==> src/rtl/pulse_period_meter.sv <==
// Measures clk cycles between consecutive rising edges of pulse_in; results on a valid/ready port.
// Define PULSE_PERIOD_METER_SYNC_EN to add a two-flop input synchronizer for asynchronous pulse_in.
//
//   state   | meaning
//   --------+-----------------------------------------------------------
//   IDLE    | waiting for the first edge of a fresh interval
//   MEASURE | counting cycles since the last edge; next edge publishes
module pulse_period_meter #(
  parameter int N = 8
) (
  input  logic         clk,
  input  logic         rst,
  input  logic         ena,
  input  logic         pulse_in,
  output logic [N-1:0] period,
  output logic         valid,
  input  logic         ready,
  output logic         overflow,
  output logic         miss
);

  localparam logic [0:0]   IDLE     = 1'b0;
  localparam logic [0:0]   MEASURE  = 1'b1;
  localparam logic [N-1:0] CNT_ONE  = {{(N-1){1'b0}}, 1'b1};
  localparam logic [N-1:0] CNT_MAX  = {N{1'b1}};

  logic         pulse_s;
  logic         prev;
  logic         pulse_edge;
  logic [0:0]   state_q, state_d;
  logic [N-1:0] cnt_q, cnt_d;
  logic         publish;
  logic         ovf_set;
  logic         accept;
  logic         slot_free;

`ifdef PULSE_PERIOD_METER_SYNC_EN
  logic [1:0] sync_q;

  always_ff @(posedge clk or negedge rst) begin
    if (!rst) sync_q <= 2'b00;
    else      sync_q <= {sync_q[0], pulse_in};
  end

  assign pulse_s = sync_q[1];
`else
  assign pulse_s = pulse_in;
`endif

  // prev tracks the input even while disabled so edges during ena=0 are consumed.
  always_ff @(posedge clk or negedge rst) begin
    if (!rst) prev <= 1'b0;
    else      prev <= pulse_s;
  end

  assign pulse_edge = pulse_s & ~prev;

  always_comb begin
    state_d = state_q;
    cnt_d   = cnt_q;
    publish = 1'b0;
    ovf_set = 1'b0;
    if (ena) begin
      case (state_q)
        IDLE: begin
          if (pulse_edge) begin
            cnt_d   = CNT_ONE;
            state_d = MEASURE;
          end
        end
        MEASURE: begin
          if (pulse_edge) begin
            publish = 1'b1;
            cnt_d   = CNT_ONE;
          end else if (cnt_q == CNT_MAX) begin
            // Saturate into overflow rather than wrapping; partial count is dropped.
            ovf_set = 1'b1;
            cnt_d   = '0;
            state_d = IDLE;
          end else begin
            cnt_d = cnt_q + CNT_ONE;
          end
        end
        default: begin
          cnt_d   = '0;
          state_d = IDLE;
        end
      endcase
    end
  end

  always_ff @(posedge clk or negedge rst) begin
    if (!rst) begin
      state_q <= IDLE;
      cnt_q   <= '0;
    end else begin
      state_q <= state_d;
      cnt_q   <= cnt_d;
    end
  end

  assign accept    = valid & ready;
  assign slot_free = ~valid | accept;

  // A result being accepted this cycle frees the slot for a simultaneous publish.
  always_ff @(posedge clk or negedge rst) begin
    if (!rst) begin
      period <= '0;
      valid  <= 1'b0;
      miss   <= 1'b0;
    end else begin
      miss <= publish & ~slot_free;
      if (publish && slot_free) begin
        period <= cnt_q;
        valid  <= 1'b1;
      end else if (accept) begin
        valid <= 1'b0;
      end
    end
  end

  always_ff @(posedge clk or negedge rst) begin
    if (!rst)         overflow <= 1'b0;
    else if (ovf_set) overflow <= 1'b1;
    else if (accept)  overflow <= 1'b0;
  end

endmodule

==> config.mk <==
export PLATFORM = sky130hd
export DESIGN_NAME = pulse_period_meter
export DESIGN_NICKNAME = d
export VERILOG_FILES = /design/src/rtl/pulse_period_meter.sv
export SDC_FILE = /design/constraint.sdc
export NUM_CORES = 1
export LEC_CHECK = 0
export ABC_AREA = 1
export CAP_MARGIN = 25
export CORE_MARGIN = 3
export CORE_UTILIZATION = 35
export CTS_CLUSTER_DIAMETER = 120
export DETAILED_ROUTE_END_ITERATION = 8
export PLACE_DENSITY = 0.62
export SETUP_SLACK_MARGIN = 0.02
export SYNTH_ARGS = -nofsm -noshare
export SYNTH_HDL_FRONTEND = slang
export SYNTH_SLANG_ARGS = --single-unit
==> constraint.sdc <==
create_clock -name clk -period 1.3 [get_ports clk]
set_input_delay 0.26 -clock clk [delete_from_list [all_inputs] [get_ports clk]]
set_output_delay 0.26 -clock clk [all_outputs]
set_load 0.1 [all_outputs]
## After elaboration in Yosys (flattened, before gate mapping)

Index checks and enable logic that the tools add are counted.

| storage, ports and cells | value |
|---|---|
| register bits after elaboration | 21 |
| memory bits (writable) | 0 |
| memories | 0 |
| word-level logic and storage cells | 39 |
| latch bits | 0 |
| output and inout bits | 11 |
| memory bits (read-only) | 0 |
| bits of input ports | 5 |

| operators by class | value |
|---|---|
| mux-type cells | 17 |
| divide/modulo/power cells | 0 |
| multiply operators | 0 |
| bitwise operators | 8 |
| equal/unequal tests | 2 |
| reduce and logical (&&, ||, !) cells | 4 |
| add/sub/neg operators | 1 |
| shifts and indexed selects | 0 |
| $lt $le $gt $ge | 0 |

Operator list:

| kind | count |
|---|---|
| 2-to-1 mux 8 bit | 3 |
| one-hot mux 8 bit (2 select lines) | 1 |
| 2-to-1 mux 1 bit | 12 |
| adder 8 x 1 -> 8 bit (second input constant) | 1 |
| == test 8 bit (second input constant) | 1 |
| inverter 1 bit | 4 |
| nonzero test 2 bit | 2 |
| bitwise AND 1 bit | 3 |
| != test 2 bit (second input constant) | 1 |
| one-hot mux 1 bit (2 select lines) | 1 |
| AND reduction 2 bit | 1 |
| logical AND 1 bit | 1 |
| OR 1 bit | 1 |

## Logic depth before layout (Yosys ltp)

Gate-level depths: netlist (run 1).

| depth | value |
|---|---|
| depth in word-level cells | 7 |
| mapped depth | 8 |
| gate-level depth less buffers | 8 |

## Least setup slack after synthesis (run 1)

OpenSTA, ideal clock, no wires.

| path | value |
|---|---|
| path kind | flip-flop to flip-flop |
| start point | register valid |
| end point | register period[0] |
| clock period less this slack | 1.705 ns |
| arrival | 1.631 ns |
| path buffers | 1 |
| path slack | -0.405 ns |
| stages on the path, launching flop included | 6 |
| library setup time | 0.074 ns |
| data required time | 1.226 ns |
| path through | dfrtp_1 nand2_1 nand3_4 buf_6 nand2_2 o21ai_2 |

| on the way | value |
|---|---|
| word-level cells in the longest chain between the ends | 3 |
| elaborated cells between the ends (all ways) | 4 |
| those cells by class | bitwise: 3; reduce/logical: 1 |

RTL lines:

| element | RTL line | RTL |
|---|---|---|
| start, declared | 16 | `output logic valid,` |
| start signal, assigned | 109 | `valid <= 1'b0;` |
| start signal, assigned | 115 | `valid <= 1'b1;` |
| start signal, assigned | 117 | `valid <= 1'b0;` |
| bitwise AND 1 bit or inverter 1 bit (tied branches) | 102, 103 |  |
| OR 1 bit (*) | 103 | `assign slot_free = ~valid \| accept;` |
| logical AND 1 bit (*) | 113 | `if (publish && slot_free) begin` |
| end signal, assigned | 114 | `period <= cnt_q;` |
| end, declared | 15 | `output logic [N-1:0] period,` |

Mark *: on every way between the ends. The rest lies on a longest branch, timed or not.
A chain may end at the register's enable or synchronous reset.

## Final worst setup path (run 1)

| path | value |
|---|---|
| start point | register valid |
| end point | output port valid |

No word-level cell between the ends.

==> out/metrics.json, run 1 <==
{
  "power_and_ir_drop": {
    "irDropWorstVdd_mv": 0.618,
    "finalPower_mw": 2.63,
    "leakage_nw": 0.769,
    "cellPowerDensity_nw_per_um2": 1730
  },
  "clock_tree": {
    "cts_buffer_depth": 2,
    "clk_root_buffer_cell": "sky130_fd_sc_hd__clkbuf_4",
    "cts_inserted_buffers": 3,
    "clkSinkCount": 21,
    "clock_tree_from_tritoncts": "built",
    "worst_setup_hold_path_clk_slew_ps": 110,
    "cts.htree.levels": 1,
    "insertion_delay_ps": 300
  },
  "critical_path": {
    "setup.reg_to_reg.worst_slack_ps": 110,
    "cells_along_the_critical_path": "buf_12",
    "crit_path_start_kind": "flop",
    "worstReg2RegStart": "cnt_q[1]$_DFFE_PN0P_",
    "critPathSlowestCell": "sky130_fd_sc_hd__dfrtp_4",
    "worstRegToRegCells": 5,
    "timing.setup.critical_path_class": "flop to primary output",
    "worstPathArrival_ps": 1000,
    "crit_buf_inv": 1,
    "crit_required_ps": 1040,
    "crit_path_largest_cell_delay_ps": 520,
    "critical_path.endpoint_type": "primary output",
    "critical_path.reg2reg.endpoint": "cnt_q[2]$_DFFE_PN0P_",
    "cp_max_fo": 3,
    "path_delay_family": "flip-flops"
  },
  "final_layout": {
    "post-route-cell-area_um2": 1520,
    "layout.nets": 162,
    "fillers": 261,
    "layout-drive-gt1-share_pct": 37.4,
    "area.growth.synth_to_final_pct": 42.5,
    "fin_cells": 186,
    "antennaDiodeCount": 0
  },
  "yosys": {
    "synthesis.instances": 126,
    "synthesis.area_um2": 1060,
    "ys_ff_latch": 21,
    "synth_top_cell_area_share_pct": 49.4,
    "mappedNetlistNets": 132,
    "synth.yosys.warnings": 0,
    "netlist.top_cell.by_area": "sky130_fd_sc_hd__dfrtp_1",
    "post_synth.cell_area_avg_um2": 8.45,
    "synth.distinct_cells": 22,
    "yosys-top-cells-area": "sky130_fd_sc_hd__dfrtp_1 (49%), sky130_fd_sc_hd__nand2_1 (14%), sky130_fd_sc_hd__o21ai_2 (6.6%)",
    "synth-seq-area-share_pct": 49.4
  },
  "sta": {
    "slew_viol_final": 0,
    "hold_viol": 0,
    "finClkSkew_ps": 4.95,
    "tightest_slew_ps": 269,
    "slew-limit-headroom_pct": 82.1,
    "timing.final.crit_period_ps": 1260,
    "fmax_mhz": 796,
    "layout_worst_path_cycle_share_pct": 96.7,
    "final-setup-viol-count": 0,
    "finalWorstSetupSlack_ps": 43.1,
    "fin_setup_tns_ps": 0,
    "rsz0062_at_grt": "true"
  },
  "placement": {
    "dpl_cell_area_um2": 1440,
    "routability_driven_placement_congestion_ratio": 0.778,
    "numPortBuffers": 15,
    "dpl.cell_count": 180,
    "dpl.hpwl_mm": 1.56,
    "place_worst_setup_slack_ps": -254
  },
  "floorplanning": {
    "dieHeight_um": 61.2,
    "floorplan.io_pins": 16,
    "floorplan.initialDensity_pct": 37.6,
    "placeableCoreArea_um2": 2830,
    "die_area_um2": 3740,
    "die_x_um": 61.2,
    "floorplan.rows": 19
  },
  "global_routing": {
    "grt_pass1_vias": 825,
    "grtUsageTotal_pct": 12.9,
    "grt_pass1_wl_mm": 3.55,
    "grt_max_degree": 22,
    "antenna_found_initial": 0,
    "globalRoute.totalOverflow": 0
  },
  "detailed_routing": {
    "drtPass1Iterations": 4,
    "drt_iter0_drc": 35,
    "route.detailed.vias_per_inst": 4.76,
    "drcViolationCount": 0,
    "via_count": 886,
    "routed_length_per_instance_um": 11.7,
    "drtAntennaViolNets": 0,
    "wl_mm": 2.18
  },
  "min_path": {
    "holdPathStages": 1,
    "hp-start": "pulse_in",
    "min_to": "prev$_DFF_PN0_",
    "holdCritPathClass": "input port to flop"
  },
  "run": {
    "drv_cap": 0
  },
  "outcome": {
    "run_status": "complete, no violations"
  }
}
## layout by cell type (no fill, tap or decap), drive strengths merged, types with 2 or more instances in the layout
cell,synthesis,final
nand2,42,42
inv,22,22
buf,2,22
dfrtp,21,21
o21ai,11,11
nand3,9,10
nor2,10,10
clkbuf,0,3
clkdlybuf4s50,0,3
a21oi,2,2
clkinv,1,2
## power breakdown
group	switching [mW]	total [mW]	internal [mW]
Sequential	0.135	0.922	0.786
Combinational	0.892	1.40	0.506
Clock	0.197	0.312	0.115
## cell type report
cell class	count	area, um^2	area share [%]
Clock inverter	1	5.00	0.330
Clock buffer	3	22.5	1.48
Multi-Input combinational cell	81	478	31.5
Tap cell	31	38.8	2.56
Sequential cell	21	529	34.9
Inverter	23	86.3	5.69
Timing Repair Buffer	26	358	23.6
## synth_stat cells
cell,n
sky130_fd_sc_hd__a21boi_1,1
sky130_fd_sc_hd__a21oi_1,2
sky130_fd_sc_hd__a22oi_2,1
sky130_fd_sc_hd__buf_6,2
sky130_fd_sc_hd__clkinv_1,1
sky130_fd_sc_hd__dfrtp_1,21
sky130_fd_sc_hd__ha_1,1
sky130_fd_sc_hd__inv_1,17
sky130_fd_sc_hd__inv_2,5
sky130_fd_sc_hd__nand2_1,39
sky130_fd_sc_hd__nand2_2,3
sky130_fd_sc_hd__nand3_1,6
sky130_fd_sc_hd__nand3_2,2
sky130_fd_sc_hd__nand3_4,1
sky130_fd_sc_hd__nand4_1,1
sky130_fd_sc_hd__nor2_1,6
sky130_fd_sc_hd__nor2_2,3
sky130_fd_sc_hd__nor2_4,1
sky130_fd_sc_hd__nor3_1,1
sky130_fd_sc_hd__o21ai_1,3
sky130_fd_sc_hd__o21ai_2,8
sky130_fd_sc_hd__o22ai_1,1
## sequential cells by signal, summed over array words and instances (netlist names)
name / flops
state_q: 1
overflow: 1
cnt_q: 8
valid: 1
period: 8
miss: 1
prev: 1
## timing repair
item                       4_1_cts  5_1_grt
hold buffers                     0        0
buffers inserted                 0        1
setup endpoints to repair        0       15
gates resized for setup          0       10
## worst max-delay path by stage
stage                     slack [ps]  cells past startpoint                    end                 start
after floorplan                   30                      5  period[0]$_DFFE_PN0P_     valid$_DFFE_PN0P_
after global placement          -220                      6  period[5]$_DFFE_PN0P_              pulse_in
after detailed placement        -250                      6  period[3]$_DFFE_PN0P_              pulse_in
after CTS                         30                      6    state_q$_DFFE_PN0P_  cnt_q[0]$_DFFE_PN0P_
after global routing              20                      1                  valid     valid$_DFFE_PN0P_
final                             40                      1                  valid     valid$_DFFE_PN0P_
## logic make-up (layout without fill, tap and decap cells)
kind of cell               after synthesis  in the layout  share of synthesized area (%)
adders and majority gates                1              1                           1.17
DFF                                     21             21                           49.4
buffers and inverters                   25             53                           10.2
and+or+nand+nor                         63             64                           27.9
AOI/OAI and AO/OA                       16             16                           11.4
## metrics by stage
step / util (%) / hold slack, ps
3_3_place_gp: 50.7 / 526
6_report: 53.6 / 175
3_5_place_dp: 50.7 / 529
2_1_floorplan: - / -35.6
5_1_grt: 53.6 / 179
4_1_cts: 51.7 / 291
## metal layers
metal / wire (um) / GRT usage, %
met1: 984 / 16.1
met2: 1090 / 22.1
met3: 72 / 1.89
met4: 39 / 5.57
met5: 0 / 0
(Power assumes the default switching activity.)
==> run 2: changes to the inputs <==
SETUP_SLACK_MARGIN = 0.05   (was 0.02)
==> out/metrics.json, run 2 (synthesized netlist as in run 1, its figures left out) <==
{
  "outcome": {
    "run_status": "complete, no violations"
  },
  "floorplanning": {
    "floorplan.initialDensity_pct": 37.6,
    "die_x_um": 61.2,
    "die_area_um2": 3740,
    "floorplan.io_pins": 16,
    "placeableCoreArea_um2": 2830,
    "dieHeight_um": 61.2,
    "floorplan.rows": 19
  },
  "placement": {
    "place_worst_setup_slack_ps": -271,
    "dpl.hpwl_mm": 1.52,
    "dpl.cell_count": 180,
    "numPortBuffers": 15,
    "routability_driven_placement_congestion_ratio": 0.776
  },
  "min_path": {
    "holdCritPathClass": "input port to flop"
  },
  "detailed_routing": {
    "drcViolationCount": 0,
    "wl_mm": 2.14,
    "drtPass1Iterations": 4,
    "routed_length_per_instance_um": 11.5,
    "drtAntennaViolNets": 0,
    "route.detailed.vias_per_inst": 4.74,
    "drt_iter0_drc": 34,
    "via_count": 887
  },
  "critical_path": {
    "worstPathArrival_ps": 1020,
    "crit_buf_inv": 1,
    "crit_path_largest_cell_delay_ps": 530,
    "crit_required_ps": 1040,
    "crit_path_start_kind": "flop",
    "cells_along_the_critical_path": "buf_12",
    "timing.setup.critical_path_class": "flop to primary output",
    "cp_max_fo": 3,
    "critPathSlowestCell": "sky130_fd_sc_hd__dfrtp_4",
    "critical_path.endpoint_type": "primary output",
    "path_delay_family": "flip-flops"
  },
  "global_routing": {
    "antenna_found_initial": 0,
    "grt_pass1_vias": 820,
    "globalRoute.totalOverflow": 0,
    "grtUsageTotal_pct": 12.3,
    "grt_pass1_wl_mm": 3.41,
    "grt_max_degree": 22
  },
  "power_and_ir_drop": {
    "cellPowerDensity_nw_per_um2": 1740,
    "leakage_nw": 0.797,
    "irDropWorstVdd_mv": 0.495
  },
  "sta": {
    "slew-limit-headroom_pct": 81.9,
    "finalWorstSetupSlack_ps": 20.6,
    "final-setup-viol-count": 0,
    "hold_viol": 0,
    "slew_viol_final": 0,
    "timing.final.crit_period_ps": 1280,
    "fin_setup_tns_ps": 0,
    "tightest_slew_ps": 271,
    "finClkSkew_ps": 4.81,
    "fmax_mhz": 782,
    "layout_worst_path_cycle_share_pct": 98.4,
    "worst_hold_slack_ps": 164,
    "rsz0062_at_grt": "true"
  },
  "clock_tree": {
    "clkSinkCount": 21,
    "cts_buffer_depth": 2,
    "clk_root_buffer_cell": "sky130_fd_sc_hd__clkbuf_4",
    "cts_inserted_buffers": 3,
    "cts.htree.levels": 1,
    "worst_setup_hold_path_clk_slew_ps": 110,
    "clock_tree_from_tritoncts": "built",
    "insertion_delay_ps": 310
  },
  "final_layout": {
    "largest_registers": "cnt_q (8), period (8)",
    "antennaDiodeCount": 0,
    "fin_cells": 187,
    "layout_commonest_cell": "sky130_fd_sc_hd__nand2_1",
    "most-common-layout-cells": "sky130_fd_sc_hd__nand2_1 (36), sky130_fd_sc_hd__dfrtp_1 (20), sky130_fd_sc_hd__inv_1 (17)",
    "area.growth.synth_to_final_pct": 45.0,
    "layout.nets": 163,
    "fin_util_pct": 54.6,
    "layout-drive-gt1-share_pct": 38.5
  },
  "run": {
    "drv_cap": 0
  }
}
## run 2: cell count changes in the layout (fill, tap and decap cells not counted), sizes merged
cell | previous run | this run
buf | 22 | 23
clkinv | 2 | 0
clkbuf | 3 | 4
inv | 22 | 23
## run 2: layer usage
metal / global-route usage, % / vias to the layer above / wire length [um]
met5: 0 / - / 0
met4: 6.81 / 0 / 54
met3: 1.89 / 5 / 80
met2: 18.7 / 17 / 1000
met1: 16.5 / 417 / 1000
li1: - / 448 / -
## run 2: what timing repair did
item,4_1_cts,5_1_grt
setup endpoints to repair,6,17
buffers inserted,1,1
hold buffers,0,0
resized for setup,2,12
gates cloned,0,1
pin swaps,0,4
## run 2: worst paths after layout
path | startpoint | end | slack (ps) | cells after the start
worst max register to register | cnt_q[1]$_DFFE_PN0P_ | cnt_q[7]$_DFFE_PN0P_ | 80 | 8
min in group asynchronous | rst | period[0]$_DFFE_PN0P_ | 270 | 2
max in group asynchronous | rst | valid$_DFFE_PN0P_ | 790 | 2
worst max-delay path | valid$_DFFE_PN0P_ | valid | 20 | 1
worst min-delay path | pulse_in | prev$_DFF_PN0_ | 160 | 1
worst min register to register | overflow$_DFFE_PN0P_ | overflow$_DFFE_PN0P_ | 550 | 2
## run 2: through the flow
| step | instance area (um^2) | power, mW |
|---|---|---|
| after floorplan | 1080 | 1.77 |
| after global placement | 1440 | 2.27 |
| after detailed placement | 1440 | 2.30 |
| after CTS | 1480 | 2.64 |
| after global routing | 1540 | 2.80 |
| final | 1540 | 2.68 |
## run 2: where the power goes
part | leakage, nW | switching [mW] | internal, mW | total [mW]
Combinational | 0.508 | 0.900 | 0.530 | 1.43
Sequential | 0.274 | 0.145 | 0.786 | 0.931
Clock | 0.0150 | 0.199 | 0.120 | 0.319
## run 2: layout make-up
| cell class | count | area [um^2] |
|---|---|---|
| clock buffers | 4 | 26.3 |
| inverters | 23 | 86.3 |
| fillers | 257 | 1280 |
| flip-flops and latches | 21 | 529 |
| well taps | 31 | 38.8 |
| multi-input cells | 81 | 498 |
| repair buffers | 27 | 365 |
==> run 3: changes to the inputs <==
ABC_AREA = not set   (was 1)
CTS_CLUSTER_SIZE = 28   (was not set)
==> out/metrics.json, run 3 <==
{
  "sta": {
    "fmax_mhz": 605,
    "finalWorstSetupSlack_ps": -354,
    "layout_worst_path_cycle_share_pct": 127,
    "fin_setup_tns_ps": -2280,
    "tightest_slew_ps": 277,
    "finClkSkew_ps": 9.12,
    "slew_viol_final": 0,
    "timing.final.crit_period_ps": 1650,
    "slew-limit-headroom_pct": 81.5,
    "hold_viol": 0,
    "worst_hold_slack_ps": 258,
    "rsz0062_at_grt": "true",
    "final-setup-viol-count": 17
  },
  "clock_tree": {
    "clk_root_buffer_cell": "sky130_fd_sc_hd__clkbuf_4",
    "clock_tree_from_tritoncts": "built",
    "cts_buffer_depth": 2,
    "cts_hold_buf": 0,
    "cts.htree.levels": 1,
    "worst_setup_hold_path_clk_slew_ps": 130,
    "clkSinkCount": 21,
    "insertion_delay_ps": 320,
    "cts_inserted_buffers": 3
  },
  "global_routing": {
    "grt_pass1_wl_mm": 4.44,
    "grtUsageTotal_pct": 17.2,
    "globalRoute.totalOverflow": 0,
    "antenna_found_initial": 0,
    "grt_pass1_vias": 963,
    "grt_max_degree": 22
  },
  "placement": {
    "numPortBuffers": 15,
    "place_worst_setup_slack_ps": -549,
    "dpl.hpwl_mm": 1.75,
    "dpl.cell_count": 158,
    "routability_driven_placement_congestion_ratio": 0.810
  },
  "critical_path": {
    "timing.setup.critical_path_class": "flop to flop",
    "crit_path_start_kind": "flop",
    "worstReg2RegStart": "cnt_q[0]$_DFFE_PN0P_",
    "crit_start": "cnt_q[0]$_DFFE_PN0P_",
    "worstPathArrival_ps": 1920,
    "cp_max_fo": 2,
    "crit_required_ps": 1560,
    "critical_path.endpoint_type": "flop"
  },
  "floorplanning": {
    "placeableCoreArea_um2": 2570,
    "floorplan.io_pins": 16,
    "floorplan.rows": 18,
    "die_area_um2": 3490,
    "floorplan.initialDensity_pct": 38.4,
    "dieHeight_um": 59.0,
    "die_x_um": 59.0
  },
  "power_and_ir_drop": {
    "cellPowerDensity_nw_per_um2": 1920,
    "irDropWorstVdd_mv": 1.77,
    "leakage_nw": 0.801
  },
  "yosys": {
    "synth.yosys.warnings": 0,
    "ys_dominant_reg_cell": "sky130_fd_sc_hd__dfrtp_1",
    "synthesis.instances": 88,
    "synth.distinct_cells": 32,
    "mappedNetlistNets": 94,
    "yosys-top-cells-area": "sky130_fd_sc_hd__dfrtp_1 (53%), sky130_fd_sc_hd__mux2_2 (10%), sky130_fd_sc_hd__nand2_1 (4.2%)",
    "netlist.top_cell.by_area": "sky130_fd_sc_hd__dfrtp_1",
    "synthesis.area_um2": 985,
    "asyncSetResetFlopFracSynth_pct": 100,
    "edff_count_synth": 0,
    "synth_top_cell_area_share_pct": 53.4,
    "post_synth.cell_area_avg_um2": 11.2,
    "synth_commonest_cells": "sky130_fd_sc_hd__dfrtp_1 (21), sky130_fd_sc_hd__nand2_1 (11), sky130_fd_sc_hd__mux2_2 (9)",
    "synth-seq-area-share_pct": 53.4,
    "ys_ff_latch": 21,
    "yosys.cell_count.top_type": "sky130_fd_sc_hd__dfrtp_1"
  },
  "detailed_routing": {
    "wl_mm": 2.67,
    "drcViolationCount": 0,
    "via_count": 901,
    "drtPass1Iterations": 4,
    "drt_iter0_drc": 35,
    "route.detailed.vias_per_inst": 5.33,
    "routed_length_per_instance_um": 15.8,
    "drtAntennaViolNets": 0
  },
  "final_layout": {
    "layout_commonest_cell": "sky130_fd_sc_hd__buf_4",
    "most-common-layout-cells": "sky130_fd_sc_hd__buf_4 (29), sky130_fd_sc_hd__dfrtp_1 (20), sky130_fd_sc_hd__buf_12 (11)",
    "fin_util_pct": 65.7,
    "area.growth.synth_to_final_pct": 71.4,
    "layout-drive-gt1-share_pct": 53.2,
    "largest_registers": "cnt_q (8), period (8)",
    "fillers": 196,
    "layout.nets": 146,
    "fin_cells": 169,
    "antennaDiodeCount": 0
  },
  "outcome": {
    "failed_checks": "setup timing",
    "run_status": "complete, but fails checks"
  },
  "run": {
    "drv_cap": 0
  },
  "min_path": {
    "holdCritPathClass": "input port to async pin"
  }
}
==> run 3: critical path, cell delays in order (launching register included) <==
cell and delay (ps):
sky130_fd_sc_hd__dfrtp_1 400, sky130_fd_sc_hd__ha_2 190, sky130_fd_sc_hd__and2_4 130, sky130_fd_sc_hd__a311o_1 280, sky130_fd_sc_hd__or4_1 470, sky130_fd_sc_hd__o21ai_1 130
==> run 3: cell families after synthesis <==
| kind of cell | after synthesis | synth area share, % |
|---|---|---|
| mux | 9 | 10.3 |
| flops | 21 | 53.4 |
| buf+inv | 6 | 3.81 |
| compound gates | 20 | 13.7 |
| fa+ha+maj | 1 | 1.27 |
| simple gates | 31 | 17.5 |
==> run 3: path summary, 6_finish.rpt <==
| kind | to | slack (ps) | depth (start not counted) |
|---|---|---|---|
| setup / recovery | cnt_q[5]$_DFFE_PN0P_ | -350 | 5 |
| hold / removal | period[4]$_DFFE_PN0P_ | 260 | 2 |
| setup reg to reg | cnt_q[5]$_DFFE_PN0P_ | -350 | 5 |
| hold reg to reg | overflow$_DFFE_PN0P_ | 560 | 2 |
| max in group asynchronous | valid$_DFFE_PN0P_ | 790 | 2 |
| min in group clk | prev$_DFF_PN0_ | 290 | 2 |
==> run 3: what timing repair did <==
item	CTS	global route
setup buffers	3	6
setup endpoints to repair	17	18
cloned	0	0
pin swaps	11	7
resized for setup	18	6
==> run 3: cell type report <==
cell class                      instances  area, um^2  share of cell area, %
Clock buffer                            4        26.3                   1.56
Timing Repair Buffer                   50         544                   32.2
Inverter                                3        11.3                  0.667
Sequential cell                        21         529                   31.4
Tap cell                               30        37.5                   2.22
Multi-Input combinational cell         61         539                   31.9
==> run 3: power breakdown <==
group / leakage (nW) / switching, mW / internal [mW]
clock: 0.0150 / 0.219 / 0.120
combinational: 0.523 / 1.09 / 0.842
sequential: 0.263 / 0.144 / 0.819
==> run 3: metrics by stage <==
step                total power, mW  cell area (um^2)
global route                   3.36              1690
CTS                            3.14              1630
detailed placement             2.69              1510
global placement               2.67              1510
floorplan                      1.98              1040
finish                         3.23              1690
==> run 3: routing by layer <==
metal  global-route usage (%)  vias to the layer above  routed length, um
met1                     20.6                      452               1160
li1                         -                      422                  -
met3                     3.92                        8                 83
met2                     30.1                       19               1360
met4                     5.83                        0                 63
met5                        0                        -                  0
